--- config.mk ---
export PLATFORM = sky130hd
export DESIGN_NAME = muldiv_unit
export DESIGN_NICKNAME = d
export VERILOG_FILES = /design/src/rtl/muldiv_unit.sv
export SDC_FILE = /design/constraint.sdc
export NUM_CORES = 1
export LEC_CHECK = 0
export CAP_MARGIN = 0
export CORE_ASPECT_RATIO = 0.5
export CORE_UTILIZATION = 40
export DETAILED_ROUTE_END_ITERATION = 16
export PLACE_DENSITY = 0.63
export SLEW_MARGIN = 5
export SYNTH_ARGS = -nofsm -noshare
export SYNTH_HDL_FRONTEND = slang
export SYNTH_SLANG_ARGS = --single-unit
--- constraint.sdc ---
create_clock -name clk -period 8.94 [get_ports clk]
set_input_delay 1.788 -clock clk [delete_from_list [all_inputs] [get_ports clk]]
set_output_delay 1.788 -clock clk [all_outputs]
set_load 0.02 [all_outputs]
--- src/rtl/muldiv_unit.sv ---
`default_nettype none
`timescale 1ns/1ps
// ============================================================================
//  Module   : muldiv_unit
//  Purpose  : Iterative multiply/divide unit owning the MIPS HI/LO pair.
//             MULTU/MULT by shift-add, DIVU/DIV by restoring division,
//             BITS_PER_CYCLE result bits retired per CALC cycle.
//  Revision : 1.0 - initial release
// ============================================================================
module muldiv_unit #(
    parameter int WIDTH          = 32,
    parameter int BITS_PER_CYCLE = 1
) (
    input  logic             clk,
    input  logic             reset,
    input  logic             start,
    input  logic [1:0]       op,
    input  logic [WIDTH-1:0] a,
    input  logic [WIDTH-1:0] b,
    input  logic             hi_we,
    input  logic             lo_we,
    input  logic [WIDTH-1:0] wdata,
    output logic             busy,
    output logic             done,
    output logic             div_by_zero,
    output logic [WIDTH-1:0] hi,
    output logic [WIDTH-1:0] lo
);

    localparam int c_N  = WIDTH / BITS_PER_CYCLE;
    localparam int c_CW = $clog2(c_N + 1);

    localparam logic [1:0] c_IDLE = 2'd0;
    localparam logic [1:0] c_CALC = 2'd1;
    localparam logic [1:0] c_FIX  = 2'd2;

    logic [1:0]       r_state;
    logic [1:0]       w_state_nxt;
    logic             r_op_div;
    logic             r_neg_q;     // negate product / quotient in FIX
    logic             r_neg_r;     // negate remainder in FIX
    logic [WIDTH-1:0] r_m;         // multiplicand or divisor magnitude
    logic [WIDTH-1:0] r_wh;        // partial product high / partial remainder
    logic [WIDTH-1:0] r_wl;        // multiplier shifting out / quotient shifting in
    logic [c_CW-1:0]  r_cnt;
    logic             r_done;
    logic             r_dz;
    logic [WIDTH-1:0] r_hi;
    logic [WIDTH-1:0] r_lo;

    logic             w_accept;
    logic             w_a_neg;
    logic             w_b_neg;
    logic [WIDTH-1:0] w_a_mag;
    logic [WIDTH-1:0] w_b_mag;
    logic             w_div0;
    logic [WIDTH-1:0] w_sh;
    logic [WIDTH-1:0] w_sl;
    logic [WIDTH:0]   w_sum;
    logic             w_qbit;
    logic [2*WIDTH-1:0] w_prod;
    logic [WIDTH-1:0] w_fix_hi;
    logic [WIDTH-1:0] w_fix_lo;

    assign w_accept = start && (r_state == c_IDLE);
    assign w_a_neg  = op[0] && a[WIDTH-1];
    assign w_b_neg  = op[0] && b[WIDTH-1];
    // Magnitudes fit in WIDTH unsigned bits, so the most negative value is legal
    assign w_a_mag  = w_a_neg ? -a : a;
    assign w_b_mag  = w_b_neg ? -b : b;
    assign w_div0   = op[1] && (b == '0);

    assign busy        = (r_state != c_IDLE);
    assign done        = r_done;
    assign div_by_zero = r_dz;
    assign hi          = r_hi;
    assign lo          = r_lo;

    // One CALC iteration: BITS_PER_CYCLE single-bit shift-add or restoring-divide steps
    always_comb begin
        w_sh   = r_wh;
        w_sl   = r_wl;
        w_sum  = '0;
        w_qbit = 1'b0;
        for (int i = 0; i < BITS_PER_CYCLE; i++) begin
            if (r_op_div) begin
                w_sum  = {w_sh, w_sl[WIDTH-1]};
                w_qbit = (w_sum >= {1'b0, r_m});
                if (w_qbit) begin
                    w_sum = w_sum - {1'b0, r_m};
                end
                w_sh = w_sum[WIDTH-1:0];
                w_sl = {w_sl[WIDTH-2:0], w_qbit};
            end else begin
                w_sum = {1'b0, w_sh} + (w_sl[0] ? {1'b0, r_m} : '0);
                w_sh  = w_sum[WIDTH:1];
                w_sl  = {w_sum[0], w_sl[WIDTH-1:1]};
            end
        end
    end

    // Sign correction of the unsigned magnitude result
    always_comb begin
        w_prod   = {r_wh, r_wl};
        w_fix_hi = r_wh;
        w_fix_lo = r_wl;
        if (r_op_div) begin
            w_fix_lo = r_neg_q ? -r_wl : r_wl;
            w_fix_hi = r_neg_r ? -r_wh : r_wh;
        end else begin
            if (r_neg_q) begin
                w_prod = -w_prod;
            end
            w_fix_hi = w_prod[2*WIDTH-1:WIDTH];
            w_fix_lo = w_prod[WIDTH-1:0];
        end
    end

    // Next-state logic; divide by zero bypasses CALC
    always_comb begin
        w_state_nxt = r_state;
        case (r_state)
            c_IDLE: begin
                if (w_accept) begin
                    w_state_nxt = w_div0 ? c_FIX : c_CALC;
                end
            end
            c_CALC: begin
                if (r_cnt == '0) begin
                    w_state_nxt = c_FIX;
                end
            end
            c_FIX:   w_state_nxt = c_IDLE;
            default: w_state_nxt = c_IDLE;
        endcase
    end

    // State register
    always_ff @(posedge clk or negedge reset) begin
        if (!reset) begin
            r_state <= c_IDLE;
        end else begin
            r_state <= w_state_nxt;
        end
    end

    // Operand capture, iteration, result write-back and MTHI/MTLO writes
    always_ff @(posedge clk or negedge reset) begin
        if (!reset) begin
            r_op_div <= 1'b0;
            r_neg_q  <= 1'b0;
            r_neg_r  <= 1'b0;
            r_m      <= '0;
            r_wh     <= '0;
            r_wl     <= '0;
            r_cnt    <= '0;
            r_done   <= 1'b0;
            r_dz     <= 1'b0;
            r_hi     <= '0;
            r_lo     <= '0;
        end else begin
            r_done <= (r_state == c_FIX);
            case (r_state)
                c_IDLE: begin
                    if (w_accept) begin
                        r_op_div <= op[1];
                        r_cnt    <= c_CW'(c_N - 1);
                        r_dz     <= w_div0;
                        if (w_div0) begin
                            // Preloaded so FIX emits hi=a, lo=all ones unchanged
                            r_neg_q <= 1'b0;
                            r_neg_r <= 1'b0;
                            r_wh    <= a;
                            r_wl    <= '1;
                            r_m     <= '0;
                        end else if (op[1]) begin
                            r_neg_q <= w_a_neg ^ w_b_neg;
                            r_neg_r <= w_a_neg;
                            r_wh    <= '0;
                            r_wl    <= w_a_mag;
                            r_m     <= w_b_mag;
                        end else begin
                            r_neg_q <= w_a_neg ^ w_b_neg;
                            r_neg_r <= 1'b0;
                            r_wh    <= '0;
                            r_wl    <= w_b_mag;
                            r_m     <= w_a_mag;
                        end
                    end else begin
                        if (hi_we) begin
                            r_hi <= wdata;
                        end
                        if (lo_we) begin
                            r_lo <= wdata;
                        end
                    end
                end
                c_CALC: begin
                    r_wh  <= w_sh;
                    r_wl  <= w_sl;
                    r_cnt <= r_cnt - 1'b1;
                end
                c_FIX: begin
                    r_hi <= w_fix_hi;
                    r_lo <= w_fix_lo;
                end
                default: begin
                end
            endcase
        end
    end

endmodule
`default_nettype wire
**Word level (Yosys, flattened, before mapping)**

Cells that the tools add are included.

- Bits in registers: 173
- Input bits: 103
- Output and inout port bits: 67
- Logic and storage cells: 79

- Add/subtract/negate cells: 8
- Magnitude comparators: 1
- Equality and inequality tests: 7
- Multiplexer cells: 35
- Bitwise operators: 1
- Reduce and logical (&&, ||, !) cells: 15

Operators with widths:

| kind | count |
|---|---|
| 32-bit two-way mux | 21 |
| 32-bit one-hot mux with 2 select lines | 4 |
| 32-bit negation | 4 |
| 64-bit two-way mux | 1 |
| 64-bit negation | 1 |
| 32-bit by 32-bit adder with 33-bit output | 1 |
| 33-bit by 32-bit greater-or-equal comparator with 1-bit output | 1 |
| 32-bit logical NOT | 1 |
| 32-bit subtractor | 1 |
| 6-bit one-hot mux with 2 select lines | 1 |
| 2-bit != test, second input constant | 5 |
| 6-bit logical NOT | 1 |
| 2-bit two-way mux | 3 |
| 6-bit two-way mux | 1 |
| 2-bit AND reduction | 3 |
| 3-bit AND reduction | 2 |
| 2-bit nonzero test | 3 |
| 6-bit by 1-bit subtractor with 6-bit output, second input constant | 1 |
| 1-bit logical AND | 4 |
| 2-bit one-hot mux with 2 select lines | 1 |
| 1-bit two-way mux | 3 |
| 2-bit by 1-bit equality test with 1-bit output, second input constant | 1 |
| 2-bit equality test, second input constant | 1 |
| 2-bit logical NOT | 1 |
| 1-bit XOR | 1 |

**Depth between registers and ports, before layout**

- Depth in word-level cells: 6
- Depth in mapped cells: 16
- Mapped depth without buffers: 14

**Least setup slack after synthesis**

Ideal clock, no wire load.

- Path type: input -> register
- Start point: in b[12]
- End point: reg r_wh[19]
- Setup time: 0.095 ns
- Arrival time: 4.516 ns
- Required time: 8.845 ns
- Slack: 4.328 ns
- Stages on the path: 11
- Buffers on the path: 2
- Path through: or4_4 nor4b_4 nand2b_1 or2_1 or4_4 or4_1 buf_6 nor2_4 buf_4 a21oi_1 nor4b_2

- Word-level cells in the longest chain between the ends: 5

Ends and longest elaborated chain:

| element | RTL line | text |
|---|---|---|
| from (decl) | 19 | `input logic [WIDTH-1:0] b,` |
| 32-bit logical NOT | 71 | `assign w_div0 = op[1] && (b == '0);` |
| 1-bit logical AND | 71 |  |
| 32-bit two-way mux | 169 | `if (w_div0) begin` |
| 32-bit two-way mux | 165 | `if (w_accept) begin` |
| 32-bit one-hot mux with 2 select lines | 163 | `case (r_state)` |
| to (signal assigned) | 199 | `r_wh <= w_sh;` |
| to (decl) | 43 | `logic [WIDTH-1:0] r_wh;` |

No other way between the ends. The select of a mux whose other input is x is not followed.
A chain may end at the register's enable or synchronous reset.

**Worst setup path after layout**

- Start point: in b[12]
- End point: reg r_wh[7]

The elaborated chain is that of the path after synthesis.

==> qor.csv <==
stage,metric,value,unit
yosys,ys flop type,sky130_fd_sc_hd__dfrtp_1,
floorplan,cell row count,50,
critical_path,kind of end point of the critical path,flop,
min_path,hold path depth,2,
yosys,Cell variety after synth,71,
critical_path,classification of the worst setup path,in2reg,
floorplan,area of the core,37500,um^2
yosys,Mapped Area,15300,um^2
sta,unrepaired setup endpoints after global routing,no,
drt,WL/cell,23.0,um
floorplan,Chip Width,279,um
sta,Total Neg Setup Slack,0,ps
place,Placed Instance Area,17300,um^2
sta,worst-case clock skew,11.9,ps
global_routing,aggregate global routing overflow,0,
critical_path,crit path launch type,primary input,
power_and_ir_drop,logic gate share of total power,67.1,%
cts,clock buffers created by TritonCTS,17,
power_and_ir_drop,static leakage,0.00697,uW
layout,area of all placed cells without fillers,17900,um^2
cts,H-tree level count,4,
power_and_ir_drop,switching part of the total power,53.3,%
layout,"commonest non-fill, non-tap cell in the layout",sky130_fd_sc_hd__nand2_1,
critical_path,arrival time of the worst setup path,5890,ps
critical_path,required time of the critical path,9300,ps
flow_run,max-capacitance violation count,0,
drt,final wirelength,58.9,mm
yosys,Yosys Warn Count,0,
drt,number of detailed-routing iterations run before antenna repair,6,
status,status,"finished, final reports clean",
sta,share of the cycle needed by the critical path after routing,61.8,%
cts,post-cts gate resize count,0,
cts,cts hold-fix bufs,0,
yosys,post-synthesis register bit count,173,
global_routing,via count of the first global-routing pass,14300,
power_and_ir_drop,P per Cell Area,443,nW/um^2
yosys,sequential area share after synthesis,28.3,%
floorplan,area of the die,39100,um^2
floorplan,vertical die dimension,140,um
power_and_ir_drop,portion of total power attributed to sequential cells,23.3,%
sta,Worst-Margin Slew,1390,ps
place,number of cells after detailed placement,2526,
sta,worst slew slack as a fraction of its limit,6.84,%
sta,Max Clock Freq,181,MHz
drt,total vias in the final route,15500,
layout,highest-count cells in the layout ignoring fill and taps,"sky130_fd_sc_hd__nand2_1, sky130_fd_sc_hd__o21ai_0, sky130_fd_sc_hd__dfrtp_1",
place,DP HPWL,45.4,mm
cts,post-CTS repair timing setup buffer count,0,
global_routing,global router's overall resource usage,29.6,%
cts,number of buffers between clock root and the deepest sink,2,
global_routing,antenna violations before repair,1,
power_and_ir_drop,cell internal pwr,3700,uW
layout,number of non-filler instances in the completed layout,2559,
yosys,Syn Nets,2141,
global_routing,wire length of the first global-routing pass,87.7,mm
place,port buffer count,169,
yosys,async set-reset flop share out of synthesis,100,%
yosys,post-synthesis cell count,1966,
layout,fraction of final layout cells with drive strength greater than 1,3.92,%
drt,DRC violation count after routing,0,
power_and_ir_drop,total chip power,7930,uW
yosys,number of synthesized flops with an enable pin,0,
sta,number of failing hold endpoints at the final stage,0,
drt,average via count per standard cell,6.07,
drt,Iter 0 DRT Violations,1928,
drt,remaining number of nets flagged by the antenna check after routing,0,
global_routing,maximum number of pins on one net before global-route repair,127,
critical_path,length in cells of the worst reg-to-reg path,14,
power_and_ir_drop,switching power summed over all nets,4230,uW
critical_path,worst-path fanout max,18,
cts,worst skew pair latency,460,ps
floorplan,Starting Density,40.8,%
place,final weighted congestion in routability-driven placement,1.03,
layout,synthesis-to-finish area growth,16.9,%
power_and_ir_drop,"IR drop worst, VDD",0.250,mV
yosys,average cell area after synthesis,7.79,um^2
sta,count of final setup violators,0,
min_path,worst hold path class,reg2reg,
floorplan,Top Ports,170,
power_and_ir_drop,portion of total power attributed to the clock network,9.6,%
layout,number of nets in the final layout,2226,
cts,clock sink total,173,
cts,Clock transition at path regs,70,ps
sta,max-slew violation count,0,
cts,clock tree from TritonCTS,built,
sta,final period demand of the worst path,5530,ps
cts,Root Buffer,sky130_fd_sc_hd__clkbuf_16,
final timing paths:
kind / start / endpoint / slack [ps]
max in group asynchronous: reset / r_wh[16]$_DFFE_PN0P_ / 5700
setup reg to reg: r_wl[0]$_DFFE_PN0P_ / r_wh[30]$_DFFE_PN0P_ / 3890
hold reg to reg: div_by_zero$_DFFE_PN0P_ / div_by_zero$_DFFE_PN0P_ / 480
setup / recovery: b[12] / r_wh[7]$_DFFE_PN0P_ / 3410
min in group asynchronous: reset / lo[2]$_DFFE_PN0P_ / 1290
hold / removal: div_by_zero$_DFFE_PN0P_ / div_by_zero$_DFFE_PN0P_ / 480
layer usage:
metal / track usage (%) / up-vias / share of wire, %
li1: - / 7296 / -
met3: 8.26 / 93 / 11
met2: 43.5 / 697 / 43
met4: 8.73 / 0 / 2.4
met5: 0 / - / 0
met1: 42.0 / 7451 / 44
power groups by stage:
stage | Combinational [uW] | Clock [uW] | Sequential [uW]
3_3_place_gp | 5180 | 0 | 1800
5_1_grt | 5770 | 803 | 1860
3_5_place_dp | 5200 | 0 | 1810
6_report | 5320 | 763 | 1850
4_1_cts | 5220 | 770 | 1790
2_1_floorplan | 3550 | 0 | 1660
synthesized netlist by cell type, types with 10 or more instances:
library cell	number	area, um^2
sky130_fd_sc_hd__a311oi_1	14	123
sky130_fd_sc_hd__buf_1	23	86.3
sky130_fd_sc_hd__nand3_1	30	150
sky130_fd_sc_hd__xor2_1	82	718
sky130_fd_sc_hd__mux2i_1	99	991
sky130_fd_sc_hd__o22ai_1	14	87.6
sky130_fd_sc_hd__nand2_1	236	886
sky130_fd_sc_hd__or3_1	17	106
sky130_fd_sc_hd__o211ai_1	40	300
sky130_fd_sc_hd__inv_1	72	270
sky130_fd_sc_hd__nand2b_1	16	100
sky130_fd_sc_hd__nand4_1	15	93.8
sky130_fd_sc_hd__nor2_1	167	627
sky130_fd_sc_hd__nor2b_1	21	131
sky130_fd_sc_hd__or4_1	10	75.1
sky130_fd_sc_hd__a211oi_1	42	315
sky130_fd_sc_hd__dfrtp_1	173	4330
sky130_fd_sc_hd__nor3_1	35	175
sky130_fd_sc_hd__a21oi_1	172	861
sky130_fd_sc_hd__nor4_1	24	150
sky130_fd_sc_hd__o21ai_0	189	946
sky130_fd_sc_hd__a31oi_1	32	200
sky130_fd_sc_hd__clkbuf_1	94	353
sky130_fd_sc_hd__a221oi_1	14	123
sky130_fd_sc_hd__o31ai_1	20	150
sky130_fd_sc_hd__a21o_1	17	128
sky130_fd_sc_hd__xnor2_1	94	823
sky130_fd_sc_hd__o41ai_1	13	114
sky130_fd_sc_hd__ha_1	70	876
through the flow:
step / worst slack, ps / hold slack (ps) / util [%]
2_1_floorplan: 4330 / 450 / -
3_3_place_gp: 3110 / 464 / 46.2
3_5_place_dp: 3040 / 471 / 46.2
4_1_cts: 3510 / 486 / 47.7
5_1_grt: 3270 / 520 / 47.7
6_report: 3410 / 485 / 47.7
worst max-delay path: stages:
cell and delay (ps):
sky130_fd_sc_hd__clkdlybuf4s50_1 500, sky130_fd_sc_hd__or4_4 610, sky130_fd_sc_hd__nor4b_4 300, sky130_fd_sc_hd__nand2b_1 110
sky130_fd_sc_hd__or2_1 250, sky130_fd_sc_hd__or4_4 450, sky130_fd_sc_hd__or4_1 920, sky130_fd_sc_hd__nor3_4 590
sky130_fd_sc_hd__a22oi_1 170, sky130_fd_sc_hd__o221ai_1 200
area by class of cell:
class                      instances  area (um^2)
antenna                            1         2.50
clock inverter                    12          124
inverter                          72          272
fill                            3761        19600
tap                              494          618
multi-input combinational       1597        10300
clock buffer                      20          457
timing repair buffer             190         1850
sequential                       173         4330
sequential cells by signal (all words and copies together) (netlist names):
name / flops
r_neg_r: 1
r_wl: 32
r_m: 32
r_state: 2
div_by_zero: 1
hi: 32
r_cnt: 6
r_neg_q: 1
r_op_div: 1
r_wh: 32
lo: 32
done: 1
logic make-up (layout without fill, tap and decap cells):
kind of cell               count (synthesis)  in the layout  share of synthesized area (%)
AOI/OAI and AO/OA                        637            637                           25.7
xor gates and xnor gates                 176            176                           10.1
adders and majority gates                 72             72                           5.98
buffers and inverters                    196            294                           5.00
DFF                                      173            173                           28.3
muxes                                     99             99                           6.47
other                                      0              1                              0
and+or+nand+nor                          613            613                           18.5
No activity file was read; power rests on OpenSTA's default activity.
